### src/rtl/alu_seq_if.sv
// Request/response handshake and alu_total port bundle for alu_seq.
// The master side is the decoder plus the alu_total instance; the slave side is the sequencer.
interface alu_seq_if;
  logic        i_req_valid;
  logic        o_req_ready;
  logic [1:0]  i_op;
  logic [1:0]  i_fmt;
  logic [31:0] i_a;
  logic [31:0] i_b;
  logic [4:0]  i_amt;
  logic        o_done;
  logic [31:0] o_result;
  logic [31:0] o_alu_reg0;
  logic [31:0] o_alu_reg1;
  logic [3:0]  o_alu_action;
  logic [1:0]  o_alu_fmt;
  logic [31:0] i_alu_out;

  modport master (
    output i_req_valid, i_op, i_fmt, i_a, i_b, i_amt, i_alu_out,
    input  o_req_ready, o_done, o_result, o_alu_reg0, o_alu_reg1, o_alu_action, o_alu_fmt
  );

  modport slave (
    input  i_req_valid, i_op, i_fmt, i_a, i_b, i_amt, i_alu_out,
    output o_req_ready, o_done, o_result, o_alu_reg0, o_alu_reg1, o_alu_action, o_alu_fmt
  );
endinterface

### src/rtl/alu_seq.sv
// Multi-cycle shift/multiply sequencer: steps the shared alu_total datapath one operation per
// cycle, feeding each ALU result back into its own registers.
module alu_seq (
  input logic      i_clk,
  input logic      i_rst,
  alu_seq_if.slave bus
);

  localparam logic [1:0] FMT_1B  = 2'd0;
  localparam logic [1:0] FMT_2B  = 2'd1;
  localparam logic [3:0] ALU_MOV = 4'd0;
  localparam logic [3:0] ALU_ADD = 4'd1;
  localparam logic [3:0] ALU_LSL = 4'd2;
  localparam logic [3:0] ALU_LSR = 4'd3;
  localparam logic [1:0] OpShl   = 2'd0;
  localparam logic [1:0] OpShr   = 2'd1;
  localparam logic [1:0] OpMul   = 2'd2;

  typedef enum logic [2:0] {StIdle, StShift, StMadd, StMshift, StDone} state_e;

  state_e      state_q, state_d;
  logic [1:0]  op_q, op_d;
  logic [1:0]  fmt_q, fmt_d;
  logic [4:0]  amt_q, amt_d;
  logic [4:0]  k_q, k_d;
  logic [31:0] b_q, b_d;
  logic [31:0] work_q, work_d;
  logic [31:0] acc_q, acc_d;
  logic [31:0] result_q, result_d;

  logic        req_ready;
  logic        done;
  logic [31:0] result;
  logic [31:0] alu_reg0;
  logic [31:0] alu_reg1;
  logic [3:0]  alu_action;

  function automatic logic [31:0] low_mask(input logic [1:0] fmt);
    case (fmt)
      FMT_1B:  return 32'h0000_00ff;
      FMT_2B:  return 32'h0000_ffff;
      default: return 32'hffff_ffff;
    endcase
  endfunction

  function automatic logic [4:0] top_bit(input logic [1:0] fmt);
    case (fmt)
      FMT_1B:  return 5'd7;
      FMT_2B:  return 5'd15;
      default: return 5'd31;
    endcase
  endfunction

  assign req_ready = (state_q == StIdle) && !i_rst;

  always_comb begin
    state_d    = state_q;
    op_d       = op_q;
    fmt_d      = fmt_q;
    amt_d      = amt_q;
    k_d        = k_q;
    b_d        = b_q;
    work_d     = work_q;
    acc_d      = acc_q;
    result_d   = result_q;
    done       = 1'b0;
    result     = result_q;
    alu_reg0   = 32'd0;
    alu_reg1   = 32'd0;
    alu_action = ALU_MOV;

    unique case (state_q)
      StIdle: begin
        if (bus.i_req_valid && req_ready) begin
          op_d   = bus.i_op;
          fmt_d  = bus.i_fmt;
          amt_d  = bus.i_amt;
          b_d    = bus.i_b;
          k_d    = 5'd0;
          work_d = bus.i_a;
          // Upper bits ride along untouched; only the low W bits accumulate the product.
          acc_d  = bus.i_a & ~low_mask(bus.i_fmt);
          unique case (bus.i_op)
            OpShl, OpShr: state_d = (bus.i_amt == 5'd0) ? StDone : StShift;
            OpMul:        state_d = bus.i_b[0] ? StMadd : StMshift;
            default:      state_d = StDone;
          endcase
        end
      end
      StShift: begin
        alu_reg0   = work_q;
        // alu_total names its shift actions opposite to their direction.
        alu_action = (op_q == OpShl) ? ALU_LSR : ALU_LSL;
        work_d     = bus.i_alu_out;
        amt_d      = amt_q - 5'd1;
        if (amt_q == 5'd1) state_d = StDone;
      end
      StMadd: begin
        alu_reg0   = acc_q;
        alu_reg1   = work_q;
        alu_action = ALU_ADD;
        acc_d      = bus.i_alu_out;
        state_d    = StMshift;
      end
      StMshift: begin
        alu_reg0   = work_q;
        alu_action = ALU_LSR;
        work_d     = bus.i_alu_out;
        k_d        = k_q + 5'd1;
        if (k_q == top_bit(fmt_q)) begin
          state_d = StDone;
        end else begin
          state_d = b_q[k_q + 5'd1] ? StMadd : StMshift;
        end
      end
      StDone: begin
        done     = 1'b1;
        result   = (op_q == OpMul) ? acc_q : work_q;
        result_d = result;
        state_d  = StIdle;
      end
      default: state_d = StIdle;
    endcase
  end

  always_ff @(posedge i_clk) begin
    if (i_rst) begin
      state_q  <= StIdle;
      op_q     <= 2'd0;
      fmt_q    <= 2'd0;
      amt_q    <= 5'd0;
      k_q      <= 5'd0;
      b_q      <= 32'd0;
      work_q   <= 32'd0;
      acc_q    <= 32'd0;
      result_q <= 32'd0;
    end else begin
      state_q  <= state_d;
      op_q     <= op_d;
      fmt_q    <= fmt_d;
      amt_q    <= amt_d;
      k_q      <= k_d;
      b_q      <= b_d;
      work_q   <= work_d;
      acc_q    <= acc_d;
      result_q <= result_d;
    end
  end

  assign bus.o_req_ready  = req_ready;
  assign bus.o_done       = done;
  assign bus.o_result     = result;
  assign bus.o_alu_reg0   = alu_reg0;
  assign bus.o_alu_reg1   = alu_reg1;
  assign bus.o_alu_action = alu_action;
  assign bus.o_alu_fmt    = fmt_q;

endmodule

### src/flat_wrapper.sv
// flat-port wrapper written by rule: the top's interface ports become plain ports
module alu_seq_flat 
  (i_clk, i_rst, bus_i_req_valid, bus_i_op, bus_i_fmt, bus_i_a, bus_i_b, bus_i_amt, bus_i_alu_out, bus_o_req_ready, bus_o_done, bus_o_result, bus_o_alu_reg0, bus_o_alu_reg1, bus_o_alu_action, bus_o_alu_fmt);
  alu_seq_if bus_i ();
  input logic i_clk;
  input logic i_rst;
  input wire logic [$bits(bus_i.i_req_valid)-1:0] bus_i_req_valid;
  input wire logic [$bits(bus_i.i_op)-1:0] bus_i_op;
  input wire logic [$bits(bus_i.i_fmt)-1:0] bus_i_fmt;
  input wire logic [$bits(bus_i.i_a)-1:0] bus_i_a;
  input wire logic [$bits(bus_i.i_b)-1:0] bus_i_b;
  input wire logic [$bits(bus_i.i_amt)-1:0] bus_i_amt;
  input wire logic [$bits(bus_i.i_alu_out)-1:0] bus_i_alu_out;
  output wire logic [$bits(bus_i.o_req_ready)-1:0] bus_o_req_ready;
  output wire logic [$bits(bus_i.o_done)-1:0] bus_o_done;
  output wire logic [$bits(bus_i.o_result)-1:0] bus_o_result;
  output wire logic [$bits(bus_i.o_alu_reg0)-1:0] bus_o_alu_reg0;
  output wire logic [$bits(bus_i.o_alu_reg1)-1:0] bus_o_alu_reg1;
  output wire logic [$bits(bus_i.o_alu_action)-1:0] bus_o_alu_action;
  output wire logic [$bits(bus_i.o_alu_fmt)-1:0] bus_o_alu_fmt;
  assign bus_i.i_req_valid = bus_i_req_valid;
  assign bus_i.i_op = bus_i_op;
  assign bus_i.i_fmt = bus_i_fmt;
  assign bus_i.i_a = bus_i_a;
  assign bus_i.i_b = bus_i_b;
  assign bus_i.i_amt = bus_i_amt;
  assign bus_i.i_alu_out = bus_i_alu_out;
  assign bus_o_req_ready = bus_i.o_req_ready;
  assign bus_o_done = bus_i.o_done;
  assign bus_o_result = bus_i.o_result;
  assign bus_o_alu_reg0 = bus_i.o_alu_reg0;
  assign bus_o_alu_reg1 = bus_i.o_alu_reg1;
  assign bus_o_alu_action = bus_i.o_alu_action;
  assign bus_o_alu_fmt = bus_i.o_alu_fmt;
  alu_seq u_core (.i_clk(i_clk), .i_rst(i_rst), .bus(bus_i));
endmodule
### config.mk
export PLATFORM = sky130hd
export DESIGN_NAME = alu_seq_flat
export DESIGN_NICKNAME = d
export VERILOG_FILES = /design/src/rtl/alu_seq_if.sv /design/src/rtl/alu_seq.sv /design/src/flat_wrapper.sv
export SDC_FILE = /design/constraint.sdc
export NUM_CORES = 1
export LEC_CHECK = 0
export CAP_MARGIN = 30
export CORE_UTILIZATION = 30
export DETAILED_ROUTE_END_ITERATION = 8
export GPL_TIMING_DRIVEN = 0
export SLEW_MARGIN = 20
export SYNTH_ARGS = -nofsm -noshare
export SYNTH_HDL_FRONTEND = slang
export SYNTH_SLANG_ARGS = --single-unit
### constraint.sdc
create_clock -name i_clk -period 3.74 [get_ports i_clk]
set_input_delay 0.561 -clock i_clk [delete_from_list [all_inputs] [get_ports i_clk]]
set_output_delay 0.561 -clock i_clk [all_outputs]
set_load 0.01 [all_outputs]
==> results of run 1 <==
==> metrics by stage <==
| stage | total power, W | worst slack (ns) | cells |
|---|---|---|---|
| floorplan | 0.00364 | 1.81 | 871 |
| finish | 0.00652 | 0.192 | 1431 |
| detailed placement | 0.00484 | 0.701 | 1398 |
| global placement | 0.00481 | 0.721 | 1398 |
| global route | 0.00690 | 0.114 | 1430 |
| CTS | 0.00653 | 0.234 | 1430 |
==> flip-flops by register name, indices dropped and copies added, names as in the netlist <==
register / flops
u_core.acc_q: 32
u_core.b_q: 32
u_core.result_q: 32
u_core.work_q: 32
u_core.amt_q: 5
u_core.k_q: 5
u_core.state_q: 3
u_core.bus.o_alu_fmt: 2
u_core.op_q: 2
==> kinds of logic (layout without fill, tap and decap cells) <==
group / after synthesis / after routing
other cells: 1 / 3
mux: 45 / 45
flops: 145 / 145
xor+xnor: 5 / 5
fa+ha+maj: 3 / 3
compound gates: 175 / 175
buf+inv: 83 / 323
simple gates: 413 / 413
==> worst max-delay path by stage <==
| stage | startpoint | end | slack, ns | cells past startpoint |
|---|---|---|---|---|
| global placement | u_core.state_q[2] | bus_o_alu_reg0[0] | 0.72 | 5 |
| detailed placement | u_core.state_q[2] | bus_o_alu_reg0[12] | 0.70 | 6 |
| finish | u_core.state_q[2] | bus_o_alu_reg0[0] | 0.19 | 5 |
| floorplan | u_core.state_q[2] | bus_o_alu_reg0[14] | 1.81 | 5 |
| CTS | u_core.state_q[2] | bus_o_alu_reg0[12] | 0.23 | 6 |
| global route | u_core.state_q[2] | bus_o_alu_reg0[12] | 0.11 | 6 |
==> worst reg2reg max path: cells and delay by family, from the launching register on <==
kind | cells | cell delay (ns)
muxes | 2 | 0.78
and+or+nand+nor | 2 | 0.40
DFF | 1 | 0.36
adders and majority gates | 1 | 0.31
buffers and inverters | 1 | 0.16
AOI/OAI and AO/OA | 1 | 0.16
==> cells in the final DEF, fill, tap and decap left out, drive strengths merged, types with 3 or more instances in the layout <==
| master | n |
|---|---|
| mux2i | 36 |
| a31oi | 14 |
| nor2b | 33 |
| nand3b | 38 |
| and3 | 32 |
| dfxtp | 145 |
| clkbuf | 52 |
| nor4 | 4 |
| inv | 11 |
| xor2 | 3 |
| ha | 3 |
| nand2b | 3 |
| nor3 | 6 |
| nor3b | 3 |
| nand2 | 182 |
| a22oi | 17 |
| a22o | 32 |
| mux4 | 8 |
| a21oi | 66 |
| clkinvlp | 4 |
| nor2 | 82 |
| clkdlybuf4s50 | 208 |
| o21ai | 3 |
| a311oi | 32 |
| buf | 45 |
| nand3 | 26 |
==> layout make-up <==
class	count	area [µm²]	share of cell area, %
antenna	1	2.50	0.0245
buffer	80	387	3.79
inverter	3	11.3	0.110
clock inverter	15	149	1.46
multi-input combinational	643	3840	37.7
sequential	145	2900	28.5
clock buffer	17	425	4.17
timing repair buffer	208	2080	20.4
tap	319	399	3.91
==> per-layer routing <==
| metal | global-route usage [%] | up-vias |
|---|---|---|
| li1 | - | 3523 |
| met1 | 28.5 | 3422 |
| met2 | 35.3 | 308 |
| met3 | 5.70 | 51 |
| met4 | 8.82 | 4 |
| met5 | 0 | - |
==> power by group through the flow <==
| stage | Combinational [W] | Sequential, W | Clock, W |
|---|---|---|---|
| 2_1_floorplan | 0.00145 | 0.00219 | 0 |
| 3_3_place_gp | 0.00254 | 0.00227 | 0 |
| 3_5_place_dp | 0.00256 | 0.00229 | 0 |
| 4_1_cts | 0.00257 | 0.00225 | 0.00170 |
| 5_1_grt | 0.00280 | 0.00232 | 0.00178 |
| 6_report | 0.00257 | 0.00227 | 0.00168 |
==> reports/results.tsv, run 1 <==
stage	metric	value	unit
run_status	run status	complete, no violations	
yosys	Synth Flop Type	dfxtp_1	
die	Die Ht	156	µm
clock_network	H-Tree Depth	4	
power	combinational share of power	39.5	%
critical_path	cells on worst reg2reg path	7	
cells_and_area	Nets	1209	
critical_path	CP startpoint kind	register	
yosys	Synth Area in Simple Gates	27.6	%
power	Int Pwr	0.00405	W
critical_path	Worst R2R End	u_core.state_q[0]	
cells_and_area	P&R area growth vs syn	42.9	%
yosys	Post-synth EDFFs	0	
yosys	post-synthesis compound-gate area fraction	17.0	%
power	peak supply drop	314	µV
yosys	Mapped Area	0.00714	mm²
min_path	Hold EP	u_core.b_q[15]	
detailed_routing	Met3 Wirelength	2120	µm
job	Max-Cap Viols	0	
global_route	vias in the first global route	7064	
critical_path	CP Cell Sequence	nor2_1 > and2_1 > clkbuf_1 > a22o_1 > clkdlybuf4s50_1	
die	number of I/O pins	212	
placed_design	GPL Wtd Cong	0.905	
detailed_routing	TritonRoute pass-1 iters	5	
sta	Slew headroom	39.8	%
die	chip width	156	µm
power	power per standard cell area	639	mW/mm²
global_route	Global Route Usage Sum	22.2	%
yosys	Synth area leader	dfxtp_1	
die	Initial Util	30.5	%
clock_network	Max Root-Sink Buffers	2	
detailed_routing	met2 wire len	12000	µm
sta	Final period util	94.9	%
yosys	Commonest cells post-synth	nand2_1, dfxtp_1, nor2_1	
sta	unrepaired setup endpoints after global routing	no	
clock_network	Post-CTS Setup Bufs	0	
global_route	first-pass GRT wire length	40700	µm
yosys	Async S/R FF share, synth	0	%
power	Clock power frac	25.8	%
detailed_routing	top layer in use	met5	
critical_path	WP data required	3.18	ns
clock_network	CTS Sinks	145	
yosys	#FFs+latches synth	145	
clock_network	Num CTS Buffers	17	
clock_network	CTS root buf	clkbuf_16	
sta	Fin Setup TNS	0	ns
power	sw power	0.00247	W
detailed_routing	Routed Antenna Nets	0	
critical_path	RR Startpoint	u_core.k_q[0]	
yosys	main combinational cell family by area after synthesis	simple AND/OR/NAND/NOR gates	
critical_path	Max FO, Critical Path	10	
yosys	sequential fraction of the synthesis area	40.7	%
min_path	hold path start	u_core.b_q[15]	
sta	Post-Route Skew	0.0106	ns
clock_network	post_cts resized	0	
yosys	cells after synthesis	870	
yosys	post-synthesis adder-cell area fraction	0.526	%
detailed_routing	Routed met1 length	11900	µm
critical_path	CP top delay family	buffers and inverters	
power	Sw Ratio	37.8	%
min_path	hold path cells	2	
sta	Max Slew Vio Count	0	
detailed_routing	DRC	0	
clock_network	Clk pin slew, worst setup/hold paths	0.06	ns
critical_path	crit path max-delay cell type	clkdlybuf4s50_1	
critical_path	R2R Setup Slk	1.51	ns
critical_path	Max stage delay on crit path	0.61	ns
yosys	Ys Warns	0	
sta	Max Clk Rate	282	MHz
global_route	pin count of the biggest net entering global routing	17	
sta	Final Hold Violating Endpoints	0	
detailed_routing	routed vias/inst	5.11	
sta	fin crit period	3.55	ns
sta	final setup vio count	0	
yosys	XOR/XNOR Fraction of Synth Area	0.614	%
die	Die Area	0.0244	mm²
yosys	synth top area cells	dfxtp_1, nand2_1, mux2i_1	
power	Flop pwr share	34.7	%
placed_design	placed instance area	0.00962	mm²
detailed_routing	vias	7308	
power	Leak	3.86	nW
yosys	syn_area_per_cell	8.20	µm²
die	Row Count	56	
placed_design	Port Buffers	208	
detailed_routing	detailed-route wire length	26900	µm
cells_and_area	Final Core Density	43.6	%
cells_and_area	design area	0.0102	mm²
yosys	count leader, synth	nand2_1	
detailed_routing	DR WL/cell	18.8	µm
placed_design	Post-DP HPWL	19800	µm
critical_path	Setup CP Type	register to output port	
global_route	grt ovf	0	
yosys	Synth top area share	40.7	%
min_path	HP Class	register to register	
global_route	initial antenna violation count	4	
critical_path	Buffers & Inverters on Critical Path	2	
cells_and_area	Fillers	2391	
critical_path	CP arrival	2.99	ns
cells_and_area	fraction of layout cells with a size suffix above 1	7.56	%
sta	worst hold slack	0.470	ns
yosys	mux cell area share after synthesis	7.94	%
critical_path	CP Capture Type	output port	
die	core box area	0.0234	mm²
detailed_routing	DRT iter0 DRCs	512	
clock_network	Skew-Pair Late Insertion Delay	0.43	ns
yosys	Netlist cell types	51	
sta	Least-Margin Pin Slew	0.891	ns
clock_network	CTS Hold Bufs	0	
clock_network	CTS tree	built	
No activity file was read; power rests on OpenSTA's default activity.
==> run 2: changes to the inputs <==
--- a/config.mk
+++ b/config.mk
@@ -9,7 +9,7 @@
 export CORE_UTILIZATION = 30
 export DETAILED_ROUTE_END_ITERATION = 8
 export GPL_TIMING_DRIVEN = 0
-export SLEW_MARGIN = 20
+export SLEW_MARGIN = 10
 export SYNTH_ARGS = -nofsm -noshare
 export SYNTH_HDL_FRONTEND = slang
 export SYNTH_SLANG_ARGS = --single-unit
==> results of run 2 <==
The final DEF is identical to that of run 1; final timing and power are the same.
==> run 3: changes to the inputs <==
--- a/config.mk
+++ b/config.mk
@@ -6,9 +6,11 @@
 export NUM_CORES = 1
 export LEC_CHECK = 0
 export CAP_MARGIN = 30
-export CORE_UTILIZATION = 30
+export CORE_UTILIZATION = 40
 export DETAILED_ROUTE_END_ITERATION = 8
 export GPL_TIMING_DRIVEN = 0
+export PLACE_DENSITY = 0.7
+export SKIP_LAST_GASP = 1
 export SLEW_MARGIN = 10
 export SYNTH_ARGS = -nofsm -noshare
 export SYNTH_HDL_FRONTEND = slang
==> reports/results.tsv, run 3 (synthesis gave the netlist of run 1 again) <==
stage	metric	value	unit	change
run_status	run status	complete, no violations		unchanged
critical_path	R2R Setup Slk	1.55	ns	was 1.51 ns
power	Total Power	0.00658	W	was 0.00652 W
global_route	pin count of the biggest net entering global routing	17		unchanged
detailed_routing	DRC	0		unchanged
power	Leak	3.87	nW	was 3.86 nW
clock_network	CTS root buf	clkbuf_16		unchanged
die	core box area	0.0174	mm²	was 0.0234 mm²
sta	Final period util	93.5	%	was 94.9%
clock_network	CTS tree	built		unchanged
sta	Post-Route Skew	0.00777	ns	was 0.0106 ns
power	power per standard cell area	651	mW/mm²	was 639 mW/mm²
detailed_routing	Routed Antenna Nets	0		unchanged
detailed_routing	TritonRoute pass-1 iters	5		unchanged
sta	fin crit period	3.50	ns	was 3.55 ns
detailed_routing	DRT iter0 DRCs	676		was 512
die	Row Count	48		was 56
detailed_routing	vias	7505		was 7,308
global_route	first-pass GRT wire length	38600	µm	was 40,700 µm
clock_network	Max Root-Sink Buffers	2		unchanged
sta	Max Slew Vio Count	0		unchanged
die	number of I/O pins	212		unchanged
placed_design	GPL Wtd Cong	0.856		was 0.905
cells_and_area	Nets	1209		unchanged
die	Initial Util	41.1	%	was 30.5%
sta	Final Hold Violating Endpoints	0		unchanged
detailed_routing	detailed-route wire length	25800	µm	was 26,900 µm
placed_design	Port Buffers	208		unchanged
clock_network	post_cts resized	0		unchanged
min_path	HP Class	register to register		unchanged
clock_network	Post-CTS Setup Bufs	0		unchanged
detailed_routing	routed vias/inst	5.62		was 5.11
clock_network	Num CTS Buffers	17		unchanged
clock_network	Skew-Pair Late Insertion Delay	0.43	ns	about the same
clock_network	H-Tree Depth	4		unchanged
power	peak supply drop	369	µV	was 314 µV
critical_path	Max FO, Critical Path	10		unchanged
clock_network	CTS Sinks	145		unchanged
global_route	Global Route Usage Sum	27.9	%	was 22.2%
die	Die Ht	136	µm	was 156 µm
die	Die Area	0.0184	mm²	was 0.0244 mm²
sta	final setup vio count	0		unchanged
sta	Slew headroom	46.1	%	was 39.8%
cells_and_area	fraction of layout cells with a size suffix above 1	7.39	%	was 7.56%
critical_path	CP Capture Type	output port		unchanged
critical_path	Setup CP Type	register to output port		unchanged
cells_and_area	P&R area growth vs syn	41.6	%	was 42.9%
sta	Least-Margin Pin Slew	0.798	ns	was 0.891 ns
critical_path	CP startpoint kind	register		unchanged
critical_path	CP arrival	2.94	ns	was 2.99 ns
clock_network	Clk pin slew, worst setup/hold paths	0.06	ns	about the same
global_route	vias in the first global route	6902		was 7,064
global_route	grt ovf	0		unchanged
clock_network	CTS Hold Bufs	0		unchanged
cells_and_area	# diodes	0		was 1
detailed_routing	DR WL/cell	19.3	µm	was 18.8 µm
sta	unrepaired setup endpoints after global routing	no		unchanged
cells_and_area	Final Core Density	58.2	%	was 43.6%
cells_and_area	commonest non-fill, non-tap cells in the layout	clkdlybuf4s50_1, nand2_1, dfxtp_1		unchanged
global_route	initial antenna violation count	1		was 4
job	Max-Cap Viols	0		unchanged
sta	Max Clk Rate	286	MHz	was 282 MHz
cells_and_area	most common cell after layout, fill and taps aside	clkdlybuf4s50_1		unchanged
placed_design	Post-DP HPWL	18500	µm	was 19,800 µm
die	chip width	136	µm	was 156 µm
sta	Fin Setup TNS	0	ns	unchanged
critical_path	WP data required	3.18	ns	about the same
[run 3: cell types whose count changed in the layout (fill, tap and decap cells not counted), sizes merged]
| cell | previous run | this run |
|---|---|---|
| clkinv | 2 | 3 |
| diode | 1 | 0 |
| clkinvlp | 4 | 6 |
| bufinv | 1 | 3 |
| inv | 11 | 3 |
| clkbuf | 52 | 54 |
[run 3: power breakdown]
| group | leakage, nW | internal (W) | switching [W] |
|---|---|---|---|
| combinational | 2.41 | 0.00116 | 0.00139 |
| sequential | 1.19 | 0.00196 | 0.000313 |
| clock | 0.274 | 0.00106 | 0.000691 |
[run 3: per-stage QoR]
step / worst slack, ns / hold slack, ns / instance area [µm²] / cells
2_1_floorplan: 1.81 / 0.444 / 7140 / 871
3_3_place_gp: 0.799 / 0.456 / 9500 / 1304
3_5_place_dp: 0.783 / 0.461 / 9500 / 1304
4_1_cts: 0.285 / 0.473 / 10100 / 1335
5_1_grt: 0.160 / 0.486 / 10100 / 1335
6_report: 0.242 / 0.473 / 10100 / 1335
[run 3: layer usage]
layer | share of wire, % | GRT usage, % | wire length (µm) | up-vias
met3 | 8.5 | 6.58 | 2180 | 49
met4 | 2.6 | 9.93 | 671 | 2
met1 | 43 | 36.6 | 11000 | 3542
met5 | 0.043 | 0 | 11 | -
li1 | - | - | - | 3521
met2 | 46 | 44.3 | 11900 | 391
[run 3: final cells by class]
cell class | count | area (µm²)
Fill cell | 1605 | 7250
Multi-Input combinational cell | 643 | 3840
Sequential cell | 145 | 2900
Timing Repair Buffer | 208 | 2080
Clock buffer | 19 | 443
Buffer | 80 | 387
Tap cell | 225 | 282
Clock inverter | 12 | 161
Inverter | 3 | 11.3
[run 3: worst max-delay path: stages (launching register included)]
cell and delay [ns]:
dfxtp_1 0.39, nor2_1 0.49, and2_1 0.26, buf_2 0.26, buf_2 0.33, a22o_1 0.22, clkdlybuf4s50_1 0.56
[run 3: worst paths after layout]
path	startpoint	to	cells past startpoint
worst max-delay path	u_core.state_q[0]	bus_o_alu_reg0[12]	6
worst min-delay path	u_core.b_q[24]	u_core.b_q[24]	2
worst max register to register	u_core.k_q[0]	u_core.state_q[0]	7
worst min register to register	u_core.b_q[24]	u_core.b_q[24]	2
